[src/rtl/exec_pkg.sv]
// exec_pkg: shared encodings for the execute stage and its multiply/divide unit
//   mdu_op_t    : M-extension funct3 encoding
//   mdu_state_t : MDU sequencer states
//   fwd_sel_t   : operand forwarding select (RF, W, M, zero)
//   ALU_*       : ALU control codes
package exec_pkg;
  typedef enum logic [2:0] {
    MDU_MUL, MDU_MULH, MDU_MULHSU, MDU_MULHU, MDU_DIV, MDU_DIVU, MDU_REM, MDU_REMU
  } mdu_op_t;
  typedef enum logic [1:0] {S_IDLE, S_MUL, S_DIV, S_DONE} mdu_state_t;
  typedef enum logic [1:0] {FWD_RF, FWD_W, FWD_M, FWD_ZERO} fwd_sel_t;
  localparam logic [3:0] ALU_ADD  = 4'd0;
  localparam logic [3:0] ALU_SUB  = 4'd1;
  localparam logic [3:0] ALU_AND  = 4'd2;
  localparam logic [3:0] ALU_OR   = 4'd3;
  localparam logic [3:0] ALU_XOR  = 4'd4;
  localparam logic [3:0] ALU_SLT  = 4'd5;
  localparam logic [3:0] ALU_SLTU = 4'd6;
  localparam logic [3:0] ALU_SLL  = 4'd7;
  localparam logic [3:0] ALU_SRL  = 4'd8;
  localparam logic [3:0] ALU_SRA  = 4'd9;
endpackage

[src/rtl/mdu_unit.sv]
// mdu_unit: multi-cycle multiply/divide sequencer for RV32M/RV64M
//   clock, reset : clock, asynchronous active-high reset
//   i_start      : begin an operation (only honoured in IDLE)
//   i_op         : funct3 of the M-extension op
//   i_a, i_b     : operands, latched at start
//   i_abort      : return to IDLE from any state, overrides start
//   o_busy       : an operation is held (state not IDLE)
//   o_done       : result valid this cycle (state DONE)
//   o_result     : selected product half, quotient or remainder
module mdu_unit
  import exec_pkg::*;
#(
  parameter int XLEN        = 32,
  parameter int MUL_LATENCY = 2
) (
  input  logic            clock,
  input  logic            reset,
  input  logic            i_start,
  input  logic [2:0]      i_op,
  input  logic [XLEN-1:0] i_a,
  input  logic [XLEN-1:0] i_b,
  input  logic            i_abort,
  output logic            o_busy,
  output logic            o_done,
  output logic [XLEN-1:0] o_result
);
  localparam int CW = $clog2(XLEN + MUL_LATENCY + 1);
  localparam logic [XLEN-1:0] MIN = {1'b1, {(XLEN-1){1'b0}}};
  mdu_state_t      r_state;
  mdu_op_t         r_op;
  logic [XLEN-1:0] r_a, r_b, r_quo, r_rem, r_dvs;
  logic [CW-1:0]   r_cnt;
  logic            w_div, w_sdiv, w_special;
  logic [XLEN-1:0] w_a_mag, w_b_mag;
  logic [XLEN:0]   w_shift;
  logic            w_ge;
  logic            w_sa, w_sb, w_rsdiv, w_neg_q, w_neg_r, w_rovf;
  logic [2*XLEN-1:0] w_ma, w_mb, w_prod;
  logic [XLEN-1:0] w_q, w_r;
  assign w_div     = i_op[2];
  assign w_sdiv    = i_op[2] && !i_op[0];
  assign w_special = (i_b == '0) || (w_sdiv && i_a == MIN && i_b == '1);
  assign w_a_mag   = (w_sdiv && i_a[XLEN-1]) ? -i_a : i_a;
  assign w_b_mag   = (w_sdiv && i_b[XLEN-1]) ? -i_b : i_b;
  // Restoring step: shift the next dividend bit into the partial remainder
  assign w_shift = {r_rem, r_quo[XLEN-1]};
  assign w_ge    = w_shift >= {1'b0, r_dvs};
  // Low 2*XLEN bits of the sign/zero-extended product are exact for every variant
  assign w_sa   = (r_op == MDU_MULH || r_op == MDU_MULHSU) && r_a[XLEN-1];
  assign w_sb   = (r_op == MDU_MULH) && r_b[XLEN-1];
  assign w_ma   = {{XLEN{w_sa}}, r_a};
  assign w_mb   = {{XLEN{w_sb}}, r_b};
  assign w_prod = w_ma * w_mb;
  assign w_rsdiv = !r_op[0];
  assign w_rovf  = w_rsdiv && r_a == MIN && r_b == '1;
  assign w_neg_q = w_rsdiv && (r_a[XLEN-1] ^ r_b[XLEN-1]);
  assign w_neg_r = w_rsdiv && r_a[XLEN-1];
  assign w_q = (r_b == '0) ? '1 : w_rovf ? MIN : w_neg_q ? -r_quo : r_quo;
  assign w_r = (r_b == '0) ? r_a : w_rovf ? '0 : w_neg_r ? -r_rem : r_rem;
  assign o_result = r_op[2] ? (r_op[1] ? w_r : w_q)
                  : (r_op == MDU_MUL ? w_prod[XLEN-1:0] : w_prod[2*XLEN-1:XLEN]);
  assign o_busy = r_state != S_IDLE;
  assign o_done = r_state == S_DONE;
  always_ff @(posedge clock or posedge reset) begin
    if (reset) begin
      r_state <= S_IDLE;
      r_op    <= MDU_MUL;
      r_a     <= '0;
      r_b     <= '0;
      r_quo   <= '0;
      r_rem   <= '0;
      r_dvs   <= '0;
      r_cnt   <= '0;
    end else if (i_abort) begin
      r_state <= S_IDLE;
    end else begin
      case (r_state)
        S_IDLE: if (i_start) begin
          r_op    <= mdu_op_t'(i_op);
          r_a     <= i_a;
          r_b     <= i_b;
          r_quo   <= w_a_mag;
          r_rem   <= '0;
          r_dvs   <= w_b_mag;
          r_cnt   <= w_div ? CW'(XLEN - 1) : CW'(MUL_LATENCY - 2);
          r_state <= w_div ? (w_special ? S_DONE : S_DIV)
                   : (MUL_LATENCY == 1 ? S_DONE : S_MUL);
        end
        S_MUL: begin
          r_cnt <= r_cnt - 1'b1;
          if (r_cnt == '0) r_state <= S_DONE;
        end
        S_DIV: begin
          r_rem <= w_ge ? XLEN'(w_shift - {1'b0, r_dvs}) : w_shift[XLEN-1:0];
          r_quo <= {r_quo[XLEN-2:0], w_ge};
          r_cnt <= r_cnt - 1'b1;
          if (r_cnt == '0) r_state <= S_DONE;
        end
        default: r_state <= S_IDLE;
      endcase
    end
  end
endmodule

[src/rtl/execute_stage_mdu.sv]
// execute_stage_mdu: execute stage with forwarding, ALU and a multi-cycle MDU
//   clock, reset        : clock, asynchronous active-high reset
//   i_flush_e           : kill the E instruction and abort the MDU
//   i_*_e controls      : decoded controls, mdu enable and funct3
//   i_rd1/rd2/imm/pc_e  : operands; i_result_w is the W forward value
//   i_forward_a/b_e     : 00 RF, 01 W, 10 M, 11 zero
//   o_stall_e           : hold PC, F/D and D/E while an MDU op is in progress
//   o_pc_target_e       : combinational ALU result (JALR target)
//   o_*_m               : E/M pipeline register
module execute_stage_mdu
  import exec_pkg::*;
#(
  parameter int XLEN        = 32,
  parameter int MUL_LATENCY = 2
) (
  input  logic            clock,
  input  logic            reset,
  input  logic            i_flush_e,
  input  logic            i_reg_write_e,
  input  logic            i_mem_write_e,
  input  logic            i_alu_src_e,
  input  logic            i_alu_src_a_e,
  input  logic [1:0]      i_result_src_e,
  input  logic [3:0]      i_alu_control_e,
  input  logic            i_mdu_en_e,
  input  logic [2:0]      i_mdu_op_e,
  input  logic [XLEN-1:0] i_rd1_e,
  input  logic [XLEN-1:0] i_rd2_e,
  input  logic [XLEN-1:0] i_imm_ext_e,
  input  logic [XLEN-1:0] i_pc_e,
  input  logic [XLEN-1:0] i_pc_plus4_e,
  input  logic [4:0]      i_rd_e,
  input  logic [XLEN-1:0] i_result_w,
  input  logic [1:0]      i_forward_a_e,
  input  logic [1:0]      i_forward_b_e,
  output logic            o_stall_e,
  output logic [XLEN-1:0] o_pc_target_e,
  output logic            o_reg_write_m,
  output logic            o_mem_write_m,
  output logic [1:0]      o_result_src_m,
  output logic [4:0]      o_rd_m,
  output logic [XLEN-1:0] o_pc_plus4_m,
  output logic [XLEN-1:0] o_write_data_m,
  output logic [XLEN-1:0] o_alu_result_m
);
  localparam int SW = $clog2(XLEN);
  logic            r_reg_write_m, r_mem_write_m;
  logic [1:0]      r_result_src_m;
  logic [4:0]      r_rd_m;
  logic [XLEN-1:0] r_pc_plus4_m, r_write_data_m, r_alu_result_m;
  logic [XLEN-1:0] w_fwd_a, w_fwd_b, w_src_a, w_src_b, w_alu, w_mdu_result;
  logic [SW-1:0]   w_shamt;
  logic            w_mdu_busy, w_mdu_done, w_stall;
  assign w_fwd_a = i_forward_a_e == FWD_W ? i_result_w : i_forward_a_e == FWD_M ? r_alu_result_m
                 : i_forward_a_e == FWD_ZERO ? '0 : i_rd1_e;
  assign w_fwd_b = i_forward_b_e == FWD_W ? i_result_w : i_forward_b_e == FWD_M ? r_alu_result_m
                 : i_forward_b_e == FWD_ZERO ? '0 : i_rd2_e;
  assign w_src_a = i_alu_src_a_e ? i_pc_e : w_fwd_a;
  assign w_src_b = i_alu_src_e ? i_imm_ext_e : w_fwd_b;
  assign w_shamt = w_src_b[SW-1:0];
  always_comb begin
    w_alu = w_src_a + w_src_b;
    case (i_alu_control_e)
      ALU_SUB:  w_alu = w_src_a - w_src_b;
      ALU_AND:  w_alu = w_src_a & w_src_b;
      ALU_OR:   w_alu = w_src_a | w_src_b;
      ALU_XOR:  w_alu = w_src_a ^ w_src_b;
      ALU_SLT:  w_alu = {{(XLEN-1){1'b0}}, $signed(w_src_a) < $signed(w_src_b)};
      ALU_SLTU: w_alu = {{(XLEN-1){1'b0}}, w_src_a < w_src_b};
      ALU_SLL:  w_alu = w_src_a << w_shamt;
      ALU_SRL:  w_alu = w_src_a >> w_shamt;
      ALU_SRA:  w_alu = $unsigned($signed(w_src_a) >>> w_shamt);
      default:  w_alu = w_src_a + w_src_b;
    endcase
  end
  // The MDU takes forwarded operands (not the AUIPC/immediate muxes) and latches them
  mdu_unit #(.XLEN(XLEN), .MUL_LATENCY(MUL_LATENCY)) u_mdu (
    .clock    (clock),
    .reset    (reset),
    .i_start  (i_mdu_en_e && !i_flush_e),
    .i_op     (i_mdu_op_e),
    .i_a      (w_fwd_a),
    .i_b      (w_fwd_b),
    .i_abort  (i_flush_e),
    .o_busy   (w_mdu_busy),
    .o_done   (w_mdu_done),
    .o_result (w_mdu_result)
  );
  assign w_stall       = i_mdu_en_e && !w_mdu_done && !i_flush_e && !reset;
  assign o_stall_e     = w_stall;
  assign o_pc_target_e = w_alu;
  always_ff @(posedge clock or posedge reset) begin
    if (reset) begin
      r_reg_write_m  <= 1'b0;
      r_mem_write_m  <= 1'b0;
      r_result_src_m <= '0;
      r_rd_m         <= '0;
      r_pc_plus4_m   <= '0;
      r_write_data_m <= '0;
      r_alu_result_m <= '0;
    end else if (w_stall || i_flush_e) begin
      r_reg_write_m <= 1'b0;
      r_mem_write_m <= 1'b0;
      r_rd_m        <= '0;
    end else begin
      r_reg_write_m  <= i_reg_write_e;
      r_mem_write_m  <= i_mem_write_e;
      r_result_src_m <= i_result_src_e;
      r_rd_m         <= i_rd_e;
      r_pc_plus4_m   <= i_pc_plus4_e;
      r_write_data_m <= w_fwd_b;
      r_alu_result_m <= (i_mdu_en_e && w_mdu_busy) ? w_mdu_result : w_alu;
    end
  end
  assign o_reg_write_m  = r_reg_write_m;
  assign o_mem_write_m  = r_mem_write_m;
  assign o_result_src_m = r_result_src_m;
  assign o_rd_m         = r_rd_m;
  assign o_pc_plus4_m   = r_pc_plus4_m;
  assign o_write_data_m = r_write_data_m;
  assign o_alu_result_m = r_alu_result_m;
endmodule
[config.mk]
export PLATFORM = sky130hd
export DESIGN_NAME = execute_stage_mdu
export DESIGN_NICKNAME = d
export VERILOG_FILES = /design/src/rtl/exec_pkg.sv /design/src/rtl/mdu_unit.sv /design/src/rtl/execute_stage_mdu.sv
export SDC_FILE = /design/constraint.sdc
export NUM_CORES = 2
export LEC_CHECK = 0
export CAP_MARGIN = 20
export CORE_MARGIN = 2
export CORE_UTILIZATION = 50
export DETAILED_ROUTE_END_ITERATION = 10
export PLACE_DENSITY = 0.73
export SYNTH_ARGS = -nofsm -noshare
export SYNTH_HDL_FRONTEND = slang
export SYNTH_SLANG_ARGS = --single-unit
[constraint.sdc]
create_clock -name clock -period 10.2 [get_ports clock]
set_input_delay 1.02 -clock clock [delete_from_list [all_inputs] [get_ports clock]]
set_output_delay 1.02 -clock clock [all_outputs]
set_load 0.01 [all_outputs]
Yosys cells after proc, flatten, opt, wreduce, memory -nomap -nowiden
Cells that the tools add are included.
- output and inout bits: 138
- logic and storage cells: 137
- flip-flop bits (word level): 276
- bits of input ports: 218
- shift operators: 3
- reduce and logical (&&, ||, !) cells: 37
- multiplexer cells: 38
- order comparisons: 3
- bitwise operators: 5
- $add $sub $neg: 8
- multiply operators: 1
- equal/unequal tests: 27
- operators by type and width (kind ; count):
    $mux W32 ; 23
    $pmux W32 S9 ; 1
    $eq A32 B32 Y1 const B ; 4
    $neg A32 Y32 ; 4
    $pmux W32 S2 ; 2
    $logic_not A32 Y1 ; 2
    $lt A32 B32 Y1 ; 2
    $mul A33 B33 Y64 ; 1
    $sub A32 B32 Y32 ; 2
    $ge A33 B32 Y1 ; 1
    $add A32 B32 Y32 ; 1
    $and A32 B32 Y32 ; 1
    $or A32 B32 Y32 ; 1
    $shl A32 B5 Y32 ; 1
    $shr A32 B5 Y32 ; 1
    $sshr A32 B5 Y32 ; 1
    $xor A32 B32 Y32 ; 1
    $eq A4 B3 Y1 const B ; 4
    $logic_and A1 B1 Y1 ; 16
    $eq A2 B2 Y1 const B ; 6
    $pmux W6 S2 ; 1
    $mux W5 ; 2
    $reduce_and A3 Y1 ; 3
    $eq A4 B2 Y1 const B ; 2
    other kinds (23) ; 39

Logic depth before layout (Yosys ltp)
- word-level depth: 13
- mapped depth: 34

Cells and area by module
From an unflattened synthesis, not the netlist that was laid out.
- cells, all modules: 8187
- area, all modules: 66946.7 um^2
- by module, submodules not included (module ; instances ; area each (um^2) ; cells each):
    mdu_unit ; 1 ; 51443.1 ; 6031
    execute_stage_mdu ; 1 ; 15503.6 ; 2156

Worst setup path before layout
OpenSTA, ideal clock, no wires.
- path type: register to register
- start point: register u_mdu.r_op[0]
- end point: register r_alu_result_m[29], in the netlist o_alu_result_m[29]
- required time: 10074 ps
- library setup time: 126 ps
- path slack: 1523 ps
- clock period less this slack: 8677 ps
- cell stages (with the launch flop): 33
- buffers on the path: 3
- arrival: 8551 ps
- cell sequence: dfrtp_1 -> clkbuf_1 -> xnor2_1 -> nor2_1 -> and2_0 -> clkbuf_1 -> nand2_1 -> fa_1 -> fa_1 -> inv_1 -> fa_1 -> inv_1 -> fa_1 -> inv_1 -> fa_1 -> fa_1 -> fa_1 -> inv_1 -> fa_1 -> inv_1 -> ha_1 -> clkbuf_1 -> a21o_1 -> a21o_1 -> a21oi_1 -> nor2b_1 -> o21ai_0 -> a21oi_1 -> mux2_2 -> mux2i_1 -> o2111ai_1 -> o21ai_0 -> a221o_1
- longest elaborated chain between the ends: 8
- ends and longest elaborated chain (what ; RTL line ; RTL):
    start, declared ; mdu_unit.sv:30 ; mdu_op_t r_op;
    start signal, assigned ; mdu_unit.sv:79 ; r_op <= mdu_op_t'(i_op);
    branches (longest 6 deep; another with $mul A33 B33 Y64) ; -- ;
    $mux W32 (*) ; mdu_unit.sv:60 ; assign o_result = r_op[2] ? (r_op[1] ? w_r : w_q)
    $mux W32 (*) ; execute_stage_mdu.sv:112 ; r_alu_result_m <= (i_mdu_en_e && w_mdu_busy) ? w_mdu_result : w_alu;
    end signal, assigned ; execute_stage_mdu.sv:112 ;
    end, declared ; execute_stage_mdu.sv:50 ; logic [XLEN-1:0] r_pc_plus4_m, r_write_data_m, r_alu_result_m;
Every way passes the cells marked *.
A chain may end at the register's enable or synchronous reset.

Worst setup path after layout
- start point: register u_mdu.r_b[9]
- end point: register r_alu_result_m[12], in the netlist o_alu_result_m[12]
- longest elaborated chain between the ends: 7
- ends and longest elaborated chain (what ; RTL line ; RTL):
    start, declared ; mdu_unit.sv:31 ; logic [XLEN-1:0] r_a, r_b, r_quo, r_rem, r_dvs;
    start signal, assigned ; mdu_unit.sv:81 ; r_b <= i_b;
    branches (longest 5 deep; another with $mul A33 B33 Y64) ; -- ;
    $mux W32 (*) ; mdu_unit.sv:60 ;
    $mux W32 (*) ; execute_stage_mdu.sv:112 ;
Marked as above.

==> results.yml <==
synthesis:
  synth-xor-area-share_pct: 3.012
  syn_inst: 8102
  async_reset_ff_share_pct: 100.0
  synth_top_family_by_area: "adder cells"
  ys_dominant_reg_cell: "dfrtp_1"
  synthMuxAreaShare_pct: 3.832
  synthAdderAreaFrac_pct: 40.71
  avgSynthCellArea_um2: 8.182
  synth_area_um2: 66290
  ys_seq_area_share_pct: 10.38
  yosys.area_share.simple_pct: 17.61
  synth_compound_area_share_pct: 13.70
  ys_seq_elements: 275
  synth_cell_types: 92
  syn_nets: 9800
  yosysWarnings: 0
  synth_edf_count: 0
global_routing:
  grt_pass1_wl_mm: 395.5
  grt.overflow.total: 0
  grt_pass1_vias: 62190
  grt_start_max_net_pins: 187
  antenna_found_initial: 17
  track_usage_pct: 38.79
cts:
  numCtsBuffers: 35
  post_cts_resized: 0
  cts_sinks: 275
  cts_buffer_depth: 3
  h-tree-depth: 2
  cts_setup_buffers: 0
  clk_latency_ps: 610
  cts_tree: "yes"
  clkTransAtPathRegs_ps: 70
  hold_buffers: 0
  root_buffer: "clkbuf_16"
setup_path:
  cpPeakStageDelay_ps: 1140
  crit_fanout: 22
  reg2reg_slack_ps: 300
  cp-start-kind: "flip-flop"
  ff2ff_path_depth: 27
  crit_top_cell: "fa_1"
  crit_arrival_ps: 10340
  crit_slowest_cell: "dfrtp_1"
  r2r-start: "u_mdu.r_b[9]"
  endpoint_kind: "flip-flop"
  worstSetupEndpoint: "o_alu_result_m[12]"
  r2r-end: "o_alu_result_m[12]"
  crit_start: "u_mdu.r_b[9]"
  critPathKind: "flip-flop to flip-flop"
  cp_data_required_time_ps: 10640
final_layout:
  area_growth_pct: 10.39
  drive_above_1_share_pct: 5.074
  fill_cells: 12120
  nets: 9890
timing:
  slew_headroom_pct: 19.38
  setup_violations: 0
  finalClockSkew_ps: 51.17
  hold_viol: 0
  worstMarginPinSlew_ps: 1197
  slew_violations: 0
  fin_crit_ps: 9900
  rsz0062_at_grt: "no"
  finalCritPeriodShare_pct: 97.06
  setup_tns_ps: 0
  fmax_ghz: 0.1010
floorplan:
  start_util_pct: 50.42
  core_um2: 131500
  pin_count: 356
  die_x_um: 368.1
  dieHeight_um: 368.1
  dieArea_um2: 135500
  fp-row-count: 133
run:
  maxCapViolCount: 0
worst_hold_path:
  min_path_cells: 2
  worstHoldPathType: "flip-flop to flip-flop"
route:
  wl_per_cell_um: 26.22
  drt_iter0_markers: 6112
  vias: 60890
  drc_errors: 0
  totalWireLength_mm: 261.7
  final_antenna_net_count: 0
  drt_pre_antenna_iters: 6
  vias_per_cell: 6.100
place:
  port_buffers: 355
  gp_congestion: 1.070
  hpwlAfterDp_mm: 210.8
outcome:
  outcome: "complete, no violations"
metrics by stage:
stage | util [%] | worst slack [ps] | cells | hold WS (ps) | area (um^2)
global placement | 54.59 | 350.9 | 9897 | 457.8 | 71760
CTS | 55.58 | 556.8 | 9968 | 477.4 | 73070
finish | 55.66 | 299.9 | 9981 | 474.5 | 73180
detailed placement | 54.69 | 562.5 | 9904 | 461.5 | 71900
global route | 55.65 | 116.5 | 9974 | 496.2 | 73160
floorplan | - | 1523 | 8102 | 449.8 | 66290
per-layer routing:
layer  vias to the layer above  GRT usage [%]  routed length [um]  share of wire, %
li1                      25990              -                   -                 -
met1                     30590          49.97               99900                38
met2                      3501          60.62              117600                45
met3                       792          8.607               26670                10
met4                        20          21.55               17360               6.6
met5                         -              0                 169             0.065
synthesized netlist by cell type, types with 11 or more instances:
cell         n  area (um^2)
nand2_1   1405         5274
inv_1     1333         5004
fa_1      1128        22580
clkbuf_1   452         1697
o21ai_0    360         1802
a21oi_1    359         1797
nor2_1     353         1325
ha_1       352         4404
and2_1     338         2115
dfrtp_1    275         6882
mux2i_1    202         2022
xnor2_1    141         1235
nand3_1    114        570.6
xor2_1      87        762.0
o211ai_1    83        623.1
a21o_1      68        510.5
nor3_1      63        315.3
a31oi_1     59        369.1
buf_2       53        265.3
o21a_1      53        397.9
mux2_2      45        506.7
o21ai_1     45        225.2
nand4_1     41        256.5
a211oi_1    40        300.3
o221ai_1    37        324.1
and3_1      35        219.0
nand2b_1    33        206.5
a22oi_1     32        240.2
nor4_1      31        193.9
o21bai_1    30        225.2
buf_1       28        105.1
nand3b_1    27        202.7
o31ai_1     27        202.7
or3_1       27        168.9
nor2b_1     26        162.7
o22ai_1     25        156.4
a221oi_1    23        201.4
a221o_1     17        170.2
or2_2       15        93.84
or4_1       13        97.59
o311ai_0    12        105.1
a311oi_1    11        96.34
o41ai_1     11        96.34
final cells by class:
class	instances	area [um^2]	share of cell area, %
Clock buffer	50	1002	1.370
Antenna cell	7	17.52	0.02394
Tap cell	1755	2196	3.001
Timing Repair Buffer	591	5448	7.444
Sequential cell	275	6885	9.409
Multi-Input combinational cell	5950	52420	71.64
Inverter	1339	5034	6.878
Clock inverter	14	172.7	0.2360
cell families (layout without fill, tap and decap cells):
group	count (synthesis)	count (layout)
simple gates	2571	2571
mux	248	248
compound gates	1423	1423
fa+ha+maj	1480	1480
other cells	0	7
xor+xnor	228	228
flops	275	275
buf+inv	1877	1994
registers in the layout (all words and copies together) (netlist names):
name	flops
o_alu_result_m	32
o_pc_plus4_m	32
o_write_data_m	32
u_mdu.r_a	32
u_mdu.r_dvs	32
u_mdu.r_quo	32
u_mdu.r_rem	32
u_mdu.r_b	31
u_mdu.r_cnt	6
o_rd_m	5
u_mdu.r_op	3
o_result_src_m	2
u_mdu.r_state	2
o_mem_write_m	1
o_reg_write_m	1
critical path, delay by kind of cell, from the launching register on:
kind | cells | cell delay [ps]
AOI/OAI and AO/OA | 6 | 2260
adders and majority gates | 9 | 4320
buffers and inverters | 6 | 650
DFF | 1 | 1140
muxes | 1 | 100
and+or+nand+nor | 5 | 1280
how the worst min path moves through the flow:
stage	start	to	slack (ps)
detailed placement	o_pc_plus4_m[13]	o_pc_plus4_m[13]	460
CTS	o_pc_plus4_m[13]	o_pc_plus4_m[13]	480
global placement	o_pc_plus4_m[8]	o_pc_plus4_m[8]	460
global route	o_pc_plus4_m[13]	o_pc_plus4_m[13]	500
finish	o_write_data_m[28]	o_write_data_m[28]	470
floorplan	u_mdu.r_dvs[10]	u_mdu.r_dvs[10]	450
layout by cell type, fill, tap and decap left out, drive strengths merged, types with 25 or more instances in the layout:
master	instances
a211oi	41
a21o	68
a21oi	359
a221oi	25
a22oi	32
a31oi	60
and2	340
and3	35
buf	239
clkbuf	53
clkdlybuf4s50	349
dfrtp	275
fa	1128
ha	352
inv	1341
mux2	46
mux2i	202
nand2	1405
nand2b	33
nand3	114
nand3b	27
nand4	41
nor2	353
nor2b	26
nor3	63
nor4	31
o211ai	85
o21a	53
o21ai	405
o21bai	30
o221ai	37
o22ai	25
o31ai	27
or3	27
xnor2	141
xor2	87
Power is left out: the tool's default activity adds up to more than one toggle a clock period on the data nets, which glitch-free logic cannot reach.
